## config.mk

```make
export PLATFORM = sky130hd
export DESIGN_NAME = instruction_loader_flat
export DESIGN_NICKNAME = d
export VERILOG_FILES = /design/src/rtl/instruction_loader_if.sv /design/src/rtl/instruction_loader.sv /design/src/flat_wrapper.sv
export SDC_FILE = /design/constraint.sdc
export NUM_CORES = 1
export LEC_CHECK = 0
export ABC_CLOCK_PERIOD_IN_PS = 2800
export CAP_MARGIN = 20
export CORE_ASPECT_RATIO = 0.5
export CORE_MARGIN = 10
export CORE_UTILIZATION = 30
export DETAILED_ROUTE_END_ITERATION = 10
export PLACE_DENSITY_LB_ADDON = 0.05
export SYNTH_ARGS = -nofsm -noshare
export SYNTH_HDL_FRONTEND = slang
export SYNTH_SLANG_ARGS = --single-unit
```

## constraint.sdc

```tcl
create_clock -name clock -period 2.8 [get_ports clock]
set_clock_uncertainty 0.1 [all_clocks]
set_input_delay 0.28 -clock clock [delete_from_list [all_inputs] [get_ports clock]]
set_output_delay 0.28 -clock clock [all_outputs]
set_load 0.05 [all_outputs]
```

## src/rtl/instruction_loader_if.sv

```systemverilog
// Byte-stream and instruction-memory write bus of the instruction loader.
// The master drives the stream (start/byte_in/byte_valid); the slave is the loader.
interface instruction_loader_if #(
    parameter int ADDR_WIDTH = 10
);
    logic                  start;
    logic [7:0]            byte_in;
    logic                  byte_valid;
    logic                  byte_ready;
    logic                  mem_we;
    logic [ADDR_WIDTH-1:0] mem_addy;
    logic [31:0]           mem_data;
    logic                  cpu_hold;
    logic                  done;
    logic                  error;
    logic [ADDR_WIDTH-1:0] words_loaded;

    modport master (
        output start, byte_in, byte_valid,
        input  byte_ready, mem_we, mem_addy, mem_data, cpu_hold, done, error, words_loaded
    );

    modport slave (
        input  start, byte_in, byte_valid,
        output byte_ready, mem_we, mem_addy, mem_data, cpu_hold, done, error, words_loaded
    );
endinterface

```

## src/rtl/instruction_loader.sv

```systemverilog
// Loads a program from a byte stream (16-bit word count header, then MSB-first
// 32-bit words) into instruction memory from address 0, holding the CPU meanwhile.
module instruction_loader #(
    parameter int ADDR_WIDTH = 10,
    parameter int DEPTH      = 31
) (
    input  logic                 clock,
    input  logic                 reset,
    instruction_loader_if.slave  bus
);

    typedef enum logic [2:0] {
        S_IDLE,
        S_HDR_HI,
        S_HDR_LO,
        S_COLLECT,
        S_WRITE,
        S_DONE,
        S_ERROR
    } state_e;

    state_e                state_q, state_d;
    logic [7:0]            hdr_hi_q, hdr_hi_d;
    logic [15:0]           count_q, count_d;
    logic [23:0]           word_q, word_d;        // first three bytes of the word in flight
    logic [1:0]            byte_idx_q, byte_idx_d;
    logic [ADDR_WIDTH-1:0] words_loaded_q, words_loaded_d;
    logic [ADDR_WIDTH-1:0] mem_addy_q, mem_addy_d;
    logic [31:0]           mem_data_q, mem_data_d;

    logic [15:0]           header_n;
    logic [15:0]           next_count;

    assign header_n   = {hdr_hi_q, bus.byte_in};
    assign next_count = 16'(words_loaded_q) + 16'd1;

    // NOTE: sequential state uses non-blocking assignments so every register
    // samples the pre-edge value of its neighbours.
    always_ff @(posedge clock) begin
        if (reset) begin
            state_q        <= S_IDLE;
            hdr_hi_q       <= '0;
            count_q        <= '0;
            word_q         <= '0;
            byte_idx_q     <= '0;
            words_loaded_q <= '0;
            mem_addy_q     <= '0;
            mem_data_q     <= '0;
        end else begin
            state_q        <= state_d;
            hdr_hi_q       <= hdr_hi_d;
            count_q        <= count_d;
            word_q         <= word_d;
            byte_idx_q     <= byte_idx_d;
            words_loaded_q <= words_loaded_d;
            mem_addy_q     <= mem_addy_d;
            mem_data_q     <= mem_data_d;
        end
    end

    always_comb begin
        // NOTE: every signal gets a default first so no path can infer a latch.
        state_d        = state_q;
        hdr_hi_d       = hdr_hi_q;
        count_d        = count_q;
        word_d         = word_q;
        byte_idx_d     = byte_idx_q;
        words_loaded_d = words_loaded_q;
        mem_addy_d     = mem_addy_q;
        mem_data_d     = mem_data_q;
        bus.byte_ready = 1'b0;
        bus.cpu_hold   = 1'b0;
        bus.mem_we     = 1'b0;
        bus.done       = 1'b0;
        bus.error      = 1'b0;

        unique case (state_q)
            S_IDLE: begin
                if (bus.start) begin
                    state_d        = S_HDR_HI;
                    words_loaded_d = '0;
                end
            end
            S_HDR_HI: begin
                bus.byte_ready = 1'b1;
                bus.cpu_hold   = 1'b1;
                if (bus.byte_valid) begin
                    hdr_hi_d = bus.byte_in;
                    state_d  = S_HDR_LO;
                end
            end
            S_HDR_LO: begin
                bus.byte_ready = 1'b1;
                bus.cpu_hold   = 1'b1;
                if (bus.byte_valid) begin
                    count_d    = header_n;
                    byte_idx_d = '0;
                    if (header_n == 16'd0)             state_d = S_DONE;
                    else if (header_n > 16'(DEPTH))    state_d = S_ERROR;
                    else                               state_d = S_COLLECT;
                end
            end
            S_COLLECT: begin
                bus.byte_ready = 1'b1;
                bus.cpu_hold   = 1'b1;
                if (bus.byte_valid) begin
                    word_d     = {word_q[15:0], bus.byte_in};
                    byte_idx_d = byte_idx_q + 2'd1;
                    if (byte_idx_q == 2'd3) begin
                        // Write address/data are captured here so they hold after the pulse.
                        mem_addy_d = words_loaded_q;
                        mem_data_d = {word_q, bus.byte_in};
                        state_d    = S_WRITE;
                    end
                end
            end
            S_WRITE: begin
                bus.cpu_hold   = 1'b1;
                bus.mem_we     = 1'b1;
                words_loaded_d = words_loaded_q + ADDR_WIDTH'(1);
                state_d        = (next_count == count_q) ? S_DONE : S_COLLECT;
            end
            S_DONE: begin
                bus.done = 1'b1;
                if (bus.start) begin
                    state_d        = S_HDR_HI;
                    words_loaded_d = '0;
                end else begin
                    state_d = S_IDLE;
                end
            end
            S_ERROR: begin
                bus.error = 1'b1;
                if (bus.start) begin
                    state_d        = S_HDR_HI;
                    words_loaded_d = '0;
                end
            end
            default: state_d = S_IDLE;
        endcase
    end

    assign bus.mem_addy     = mem_addy_q;
    assign bus.mem_data     = mem_data_q;
    assign bus.words_loaded = words_loaded_q;

endmodule

```

## src/flat_wrapper.sv

```systemverilog
// flat-port wrapper written by rule: the top's interface ports become plain ports
module instruction_loader_flat 
#(
    parameter int ADDR_WIDTH = 10,
    parameter int DEPTH      = 31
)
  (clock, reset, bus_start, bus_byte_in, bus_byte_valid, bus_byte_ready, bus_mem_we, bus_mem_addy, bus_mem_data, bus_cpu_hold, bus_done, bus_error, bus_words_loaded);
  instruction_loader_if #(.ADDR_WIDTH(ADDR_WIDTH)) bus_i ();
  input  logic clock;
  input  logic reset;
  input wire logic [$bits(bus_i.start)-1:0] bus_start;
  input wire logic [$bits(bus_i.byte_in)-1:0] bus_byte_in;
  input wire logic [$bits(bus_i.byte_valid)-1:0] bus_byte_valid;
  output wire logic [$bits(bus_i.byte_ready)-1:0] bus_byte_ready;
  output wire logic [$bits(bus_i.mem_we)-1:0] bus_mem_we;
  output wire logic [$bits(bus_i.mem_addy)-1:0] bus_mem_addy;
  output wire logic [$bits(bus_i.mem_data)-1:0] bus_mem_data;
  output wire logic [$bits(bus_i.cpu_hold)-1:0] bus_cpu_hold;
  output wire logic [$bits(bus_i.done)-1:0] bus_done;
  output wire logic [$bits(bus_i.error)-1:0] bus_error;
  output wire logic [$bits(bus_i.words_loaded)-1:0] bus_words_loaded;
  assign bus_i.start = bus_start;
  assign bus_i.byte_in = bus_byte_in;
  assign bus_i.byte_valid = bus_byte_valid;
  assign bus_byte_ready = bus_i.byte_ready;
  assign bus_mem_we = bus_i.mem_we;
  assign bus_mem_addy = bus_i.mem_addy;
  assign bus_mem_data = bus_i.mem_data;
  assign bus_cpu_hold = bus_i.cpu_hold;
  assign bus_done = bus_i.done;
  assign bus_error = bus_i.error;
  assign bus_words_loaded = bus_i.words_loaded;
  instruction_loader #(.ADDR_WIDTH(ADDR_WIDTH), .DEPTH(DEPTH)) u_core (.clock(clock), .reset(reset), .bus(bus_i));
endmodule
```

# Word-level counts from Yosys, hierarchy flattened
# Index checks and enable logic that the tools add are counted.
# totals
regBits,105
in_bits,12
out_inout_bits,57
word_cells,61
# op_classes
n_addsub,3
magnitude_cmp,1
eq_ne,14
mux,20
n_reduce_logical,15
# op_table
cell,count
3-bit two-way mux,8
10-bit one-hot mux with 2 select lines,1
3-bit one-hot mux with 6 select lines,1
16-bit equality test,1
16-bit by 5-bit > comparator with 1-bit output (second input constant),1
16-bit logical NOT,1
10-bit by 1-bit adder with 11-bit output (second input constant),1
10-bit by 1-bit adder with 10-bit output (second input constant),1
10-bit two-way mux,1
3-bit equality test (second input constant),3
2-bit AND reduction,4
3-bit by 2-bit equality test with 1-bit output (second input constant),2
1-bit two-way mux,6
2-bit by 1-bit inequality test with 1-bit output (second input constant),3
2-bit inequality test (second input constant),3
3-bit AND reduction,2
3-bit OR reduction,2
5-bit AND reduction,1
2-bit two-way mux,2
2-bit one-hot mux with 2 select lines,1
2-bit nonzero test,2
4-bit OR reduction,1
3-bit by 1-bit equality test with 1-bit output (second input constant),1
3-bit logical NOT,1
other kinds (3),3

# Logic depth before layout (Yosys ltp)
# logic_depth
depth_word,5
ltp_mapped,8
ltp_nobuf,7

# Worst setup path before layout
# Ideal clock, no wire load.
# synth_timing
path_kind,reg2reg
start,register u_core.words_loaded_q[0] (netlist: u_core.bus.words_loaded[0])
end,register u_core.state_q[1]
setup_time_ns,0.132
t_arrival_ns,2.304
t_required_ns,2.568
slack_ns,0.265
path_stages_with_launch,8
n_path_buf,0
synth_period_minus_slack_ns,2.535
path_cell_list,dfxtp_1 ha_1 nand3_1 o21a_1 or4_1 o211ai_1 a31o_1 a31oi_1
# synth_between
elab_chain_cells,4
# synth_rtl
element,line,rtl
from (decl),instruction_loader.sv:27,"logic [ADDR_WIDTH-1:0] words_loaded_q, words_loaded_d;"
from (signal assigned),instruction_loader.sv:55,words_loaded_q <= words_loaded_d;
10-bit by 1-bit adder with 11-bit output,instruction_loader.sv:35,assign next_count = 16'(words_loaded_q) + 16'd1;
16-bit equality test,instruction_loader.sv:121,state_d = (next_count == count_q) ? S_DONE : S_COLLECT;
3-bit two-way mux,instruction_loader.sv:121,
3-bit one-hot mux with 6 select lines,instruction_loader.sv:77,unique case (state_q)
to (signal assigned),instruction_loader.sv:50,state_q <= state_d;
to (decl),instruction_loader.sv:22,"state_e state_q, state_d;"
# Every way passes these cells.
# A chain may end at the register's enable or synchronous reset.

# Worst setup path in the final report
# layout_timing
start,register u_core.state_q[0]
end,output port bus_cpu_hold
# layout_between
elab_chain_cells,3
elab_cells_between_ends,6
cone_classes,4 x eq/ne; 1 x mux; 1 x reduce/logical
# layout_rtl
element,line,rtl
"3-bit equality test, or another cell as far along",instruction_loader.sv:77,
4-bit OR reduction (no source line) (*),-,
1-bit two-way mux (*),instruction_loader.sv:77,
to (decl),flat_wrapper.sv:18,output wire logic [$bits(bus_i.cpu_hold)-1:0] bus_cpu_hold;
# Every way passes the cells marked *; elsewhere a longest branch is shown, timed or not.

==> impl_table.tex <==
\begin{tabular}{lr}
\hline
Metric & Value \\
\hline
\multicolumn{2}{l}{\textbf{Clocking}} \\
Max Root-Sink Buffers & 2 \\
Clock sinks & 105 \\
CTS buffer count & 9 \\
Clock latency of the later-clocked register in the worst-skew pair & 0.34 ns \\
Resized cells post-CTS & 0 \\
Post-CTS Hold Fix Bufs & 0 \\
Clock tree root buffer cell & sky130\_fd\_sc\_hd\_\_clkbuf\_16 \\
Maximum level of the CTS H-tree & 3 \\
Post-CTS Setup Inserts & 0 \\
Reg clk slew, reported paths & 0.07 ns \\
CTS tree & done \\
\multicolumn{2}{l}{\textbf{Detailed routing}} \\
Mean number of vias per cell & 4.66 \\
Routed wirelength normalized by instance count & 15.2 um \\
Initial drt markers & 241 \\
Routed WL & 12.3 mm \\
Post-DRT Antenna Nets & 0 \\
Drt first pass iters & 4 \\
Detailed-route via count & 3762 \\
Remaining routing DRC violations & 0 \\
\multicolumn{2}{l}{\textbf{Floorplan}} \\
Die area & 19800 um2 \\
Die outline height & 105 um \\
Number of rows in the core area & 30 \\
Core Area & 13800 um2 \\
Number of top-level design ports & 69 \\
Initial core utilization & 31.2\% \\
Floorplan die width & 189 um \\
\multicolumn{2}{l}{\textbf{GRT}} \\
Pin count of the biggest net entering global routing & 57 \\
Wire length of the first global-routing pass & 20.0 mm \\
Overall track demand over capacity in global routing & 12.3\% \\
Remaining global-route overflow & 0 \\
Vias in the first global route & 3627 \\
Antenna violations before repair & 0 \\
\multicolumn{2}{l}{\textbf{Timing}} \\
Count of endpoints failing setup in the final report & 0 \\
Final Hold Vio Count & 0 \\
Sum of negative setup slack & 0 ns \\
Slew Viols, Final & 0 \\
Top achievable clock speed & 400 MHz \\
RSZ-0062 raised after global routing & false \\
Portion of the clock cycle consumed by the worst path in the final layout & 89.3\% \\
Relative max-transition margin & 60.9\% \\
Worst slew pin tran & 0.587 ns \\
Hold slack final & 0.323 ns \\
Final critical path time including I/O delays and setup & 2.50 ns \\
\multicolumn{2}{l}{\textbf{Layout}} \\
Number of inserted diodes & 0 \\
Number of nets at the end of the flow & 625 \\
Final instance count without filler cells & 808 \\
Fraction of layout cells with a size suffix above 1 & 6.98\% \\
Area delta synth->final & 27.8\% \\
\multicolumn{2}{l}{\textbf{Pwr}} \\
Maximum vdd ir drop & 0.000316 V \\
Leakage & 1.82 nW \\
Sum of internal, switching and leakage power & 3.46 mW \\
Areal power density over the cells & 630 nW/um2 \\
\multicolumn{2}{l}{\textbf{Synthesis}} \\
Unique cell type count in the Yosys netlist & 43 \\
Synthesized Nets & 570 \\
Mean instance size in the synthesized netlist & 7.73 um2 \\
Post-Syn Area & 4300 um2 \\
Yosys top cell area share & 48.9\% \\
Cell taking the most area after synthesis & sky130\_fd\_sc\_hd\_\_dfxtp\_1 \\
Largest cells by area after synthesis & sky130\_fd\_sc\_hd\_\_dfxtp\_1, sky130\_fd\_sc\_hd\_\_nand2\_1, sky130\_fd\_sc\_hd\_\_a21oi\_1 \\
Number of synthesized register bits & 105 \\
Number of enable flip-flop cells after synthesis & 0 \\
Proportion of synthesized chip area in sequential cells & 48.9\% \\
Synthesized netlist cell count & 556 \\
Leading register cell type out of synthesis & sky130\_fd\_sc\_hd\_\_dfxtp\_1 \\
Synth async-reset ratio & 0\% \\
Count of synthesis-stage warnings from yosys & 0 \\
\multicolumn{2}{l}{\textbf{Placed design}} \\
Cell count after placement & 792 \\
Global placer's final weighted congestion & 0.755 \\
PortBufs & 68 \\
Half-perimeter wire length of the detailed placement result & 8.65 mm \\
\multicolumn{2}{l}{\textbf{Hold path}} \\
Min-Delay Path Class & input pin to flip-flop \\
Hold Path Stages & 2 \\
\multicolumn{2}{l}{\textbf{Run status}} \\
Outcome & finished, final reports clean \\
\multicolumn{2}{l}{\textbf{Critical path}} \\
Critical path data required time & 2.42 ns \\
Crit path max fanout & 20 \\
Type of destination of the critical path & output port \\
Type of origin of the critical path & flip-flop \\
Cell depth of the worst flop-to-flop path & 6 \\
Worst endpoint data arrival time & 2.12 ns \\
Critical Setup Path Class & flip-flop to output port \\
\multicolumn{2}{l}{\textbf{Job}} \\
Max-cap violation count & 0 \\
\hline
\end{tabular}
[worst max-delay path: stages (launching register included)]
cell	delay, ns
sky130_fd_sc_hd__dfxtp_1	0.65
sky130_fd_sc_hd__nor2_1	0.15
sky130_fd_sc_hd__xnor2_1	0.15
sky130_fd_sc_hd__clkdlybuf4s50_1	0.83
[area by class of cell]
class	instances	area, um2
inverter	5	18.8
clock buffer	10	239
multi-input combinational	406	2030
timing repair buffer	84	821
tap	192	240
clock inverter	6	50.0
fill	1492	8280
sequential	105	2100
[routing by layer]
metal	track usage [%]	routed length, um
met2	18.6	5390
met4	2.87	50
met1	16.9	6310
met5	0	0
met3	3.22	525
[logic make-up after synthesis]
group,Yosys count,synth area share [%]
AO/OA/AOI/OAI,122,15.6
adder cells (fa/ha/maj),2,0.582
multiplexers,9,2.09
XOR/XNOR,13,2.65
buffers and inverters,45,4.16
flip-flops,105,48.9
AND/OR/NAND/NOR,260,26.1
[where the power goes]
part           internal, mW  switching [mW]
clock                 0.639           0.582
sequential             1.54          0.0791
combinational         0.241           0.379
[registers in the layout, summed over array words and instances, names as in the netlist]
signal,cells
u_core.hdr_hi_q,8
u_core.bus.mem_data,32
u_core.state_q,3
u_core.word_q,24
u_core.count_q,16
u_core.byte_idx_q,2
u_core.bus.mem_addy,10
u_core.bus.words_loaded,10
[cells in the final DEF (no fill, tap or decap), types with 5 or more instances in the layout]
cell type                         count
sky130_fd_sc_hd__nand2_1            174
sky130_fd_sc_hd__dfxtp_1            105
sky130_fd_sc_hd__a21oi_1             96
sky130_fd_sc_hd__clkdlybuf4s50_1     66
sky130_fd_sc_hd__nor2_1              36
sky130_fd_sc_hd__buf_4               16
sky130_fd_sc_hd__o21ai_0              9
sky130_fd_sc_hd__mux2i_1              9
sky130_fd_sc_hd__clkbuf_16            9
sky130_fd_sc_hd__xnor2_1              7
sky130_fd_sc_hd__nor3_1               7
sky130_fd_sc_hd__xor2_1               6
sky130_fd_sc_hd__nand3_1              5
sky130_fd_sc_hd__nand4_1              5
sky130_fd_sc_hd__a31oi_1              5
[stage by stage]
step	util, %	instance area (um2)	worst slack (ns)
4_1_cts	39.9	5500	0.271
6_report	39.9	5500	0.300
3_5_place_dp	37.8	5210	0.363
3_3_place_gp	37.8	5210	0.399
2_1_floorplan	-	4300	0.265
5_1_grt	39.9	5500	0.151
[cell usage after synthesis, types with 3 or more instances]
library cell,count
sky130_fd_sc_hd__nand2_1,174
sky130_fd_sc_hd__dfxtp_1,105
sky130_fd_sc_hd__a21oi_1,96
sky130_fd_sc_hd__nor2_1,36
sky130_fd_sc_hd__clkbuf_1,30
sky130_fd_sc_hd__mux2i_1,9
sky130_fd_sc_hd__o21ai_0,9
sky130_fd_sc_hd__buf_2,8
sky130_fd_sc_hd__nor3_1,7
sky130_fd_sc_hd__xnor2_1,7
sky130_fd_sc_hd__xor2_1,6
sky130_fd_sc_hd__a31oi_1,5
sky130_fd_sc_hd__nand3_1,5
sky130_fd_sc_hd__nand4_1,5
sky130_fd_sc_hd__inv_1,4
sky130_fd_sc_hd__nand3b_1,4
sky130_fd_sc_hd__nor2b_1,4
sky130_fd_sc_hd__and3_1,3
sky130_fd_sc_hd__nor4_1,3
[worst paths after layout]
check / slack (ns) / end / start
worst min-delay path: 0.32 / u_core.bus.mem_data[24]$_SDFFE_PP0P_ / reset
worst max register to register: 0.59 / u_core.state_q[1]$_SDFFE_PP0P_ / u_core.count_q[15]$_SDFFE_PP0P_
worst min register to register: 0.35 / u_core.bus.mem_addy[2]$_SDFFE_PP0P_ / u_core.bus.mem_addy[2]$_SDFFE_PP0P_
worst max-delay path: 0.30 / bus_cpu_hold / u_core.state_q[0]$_SDFFE_PP0P_
Power figures use the tool's default switching activity.
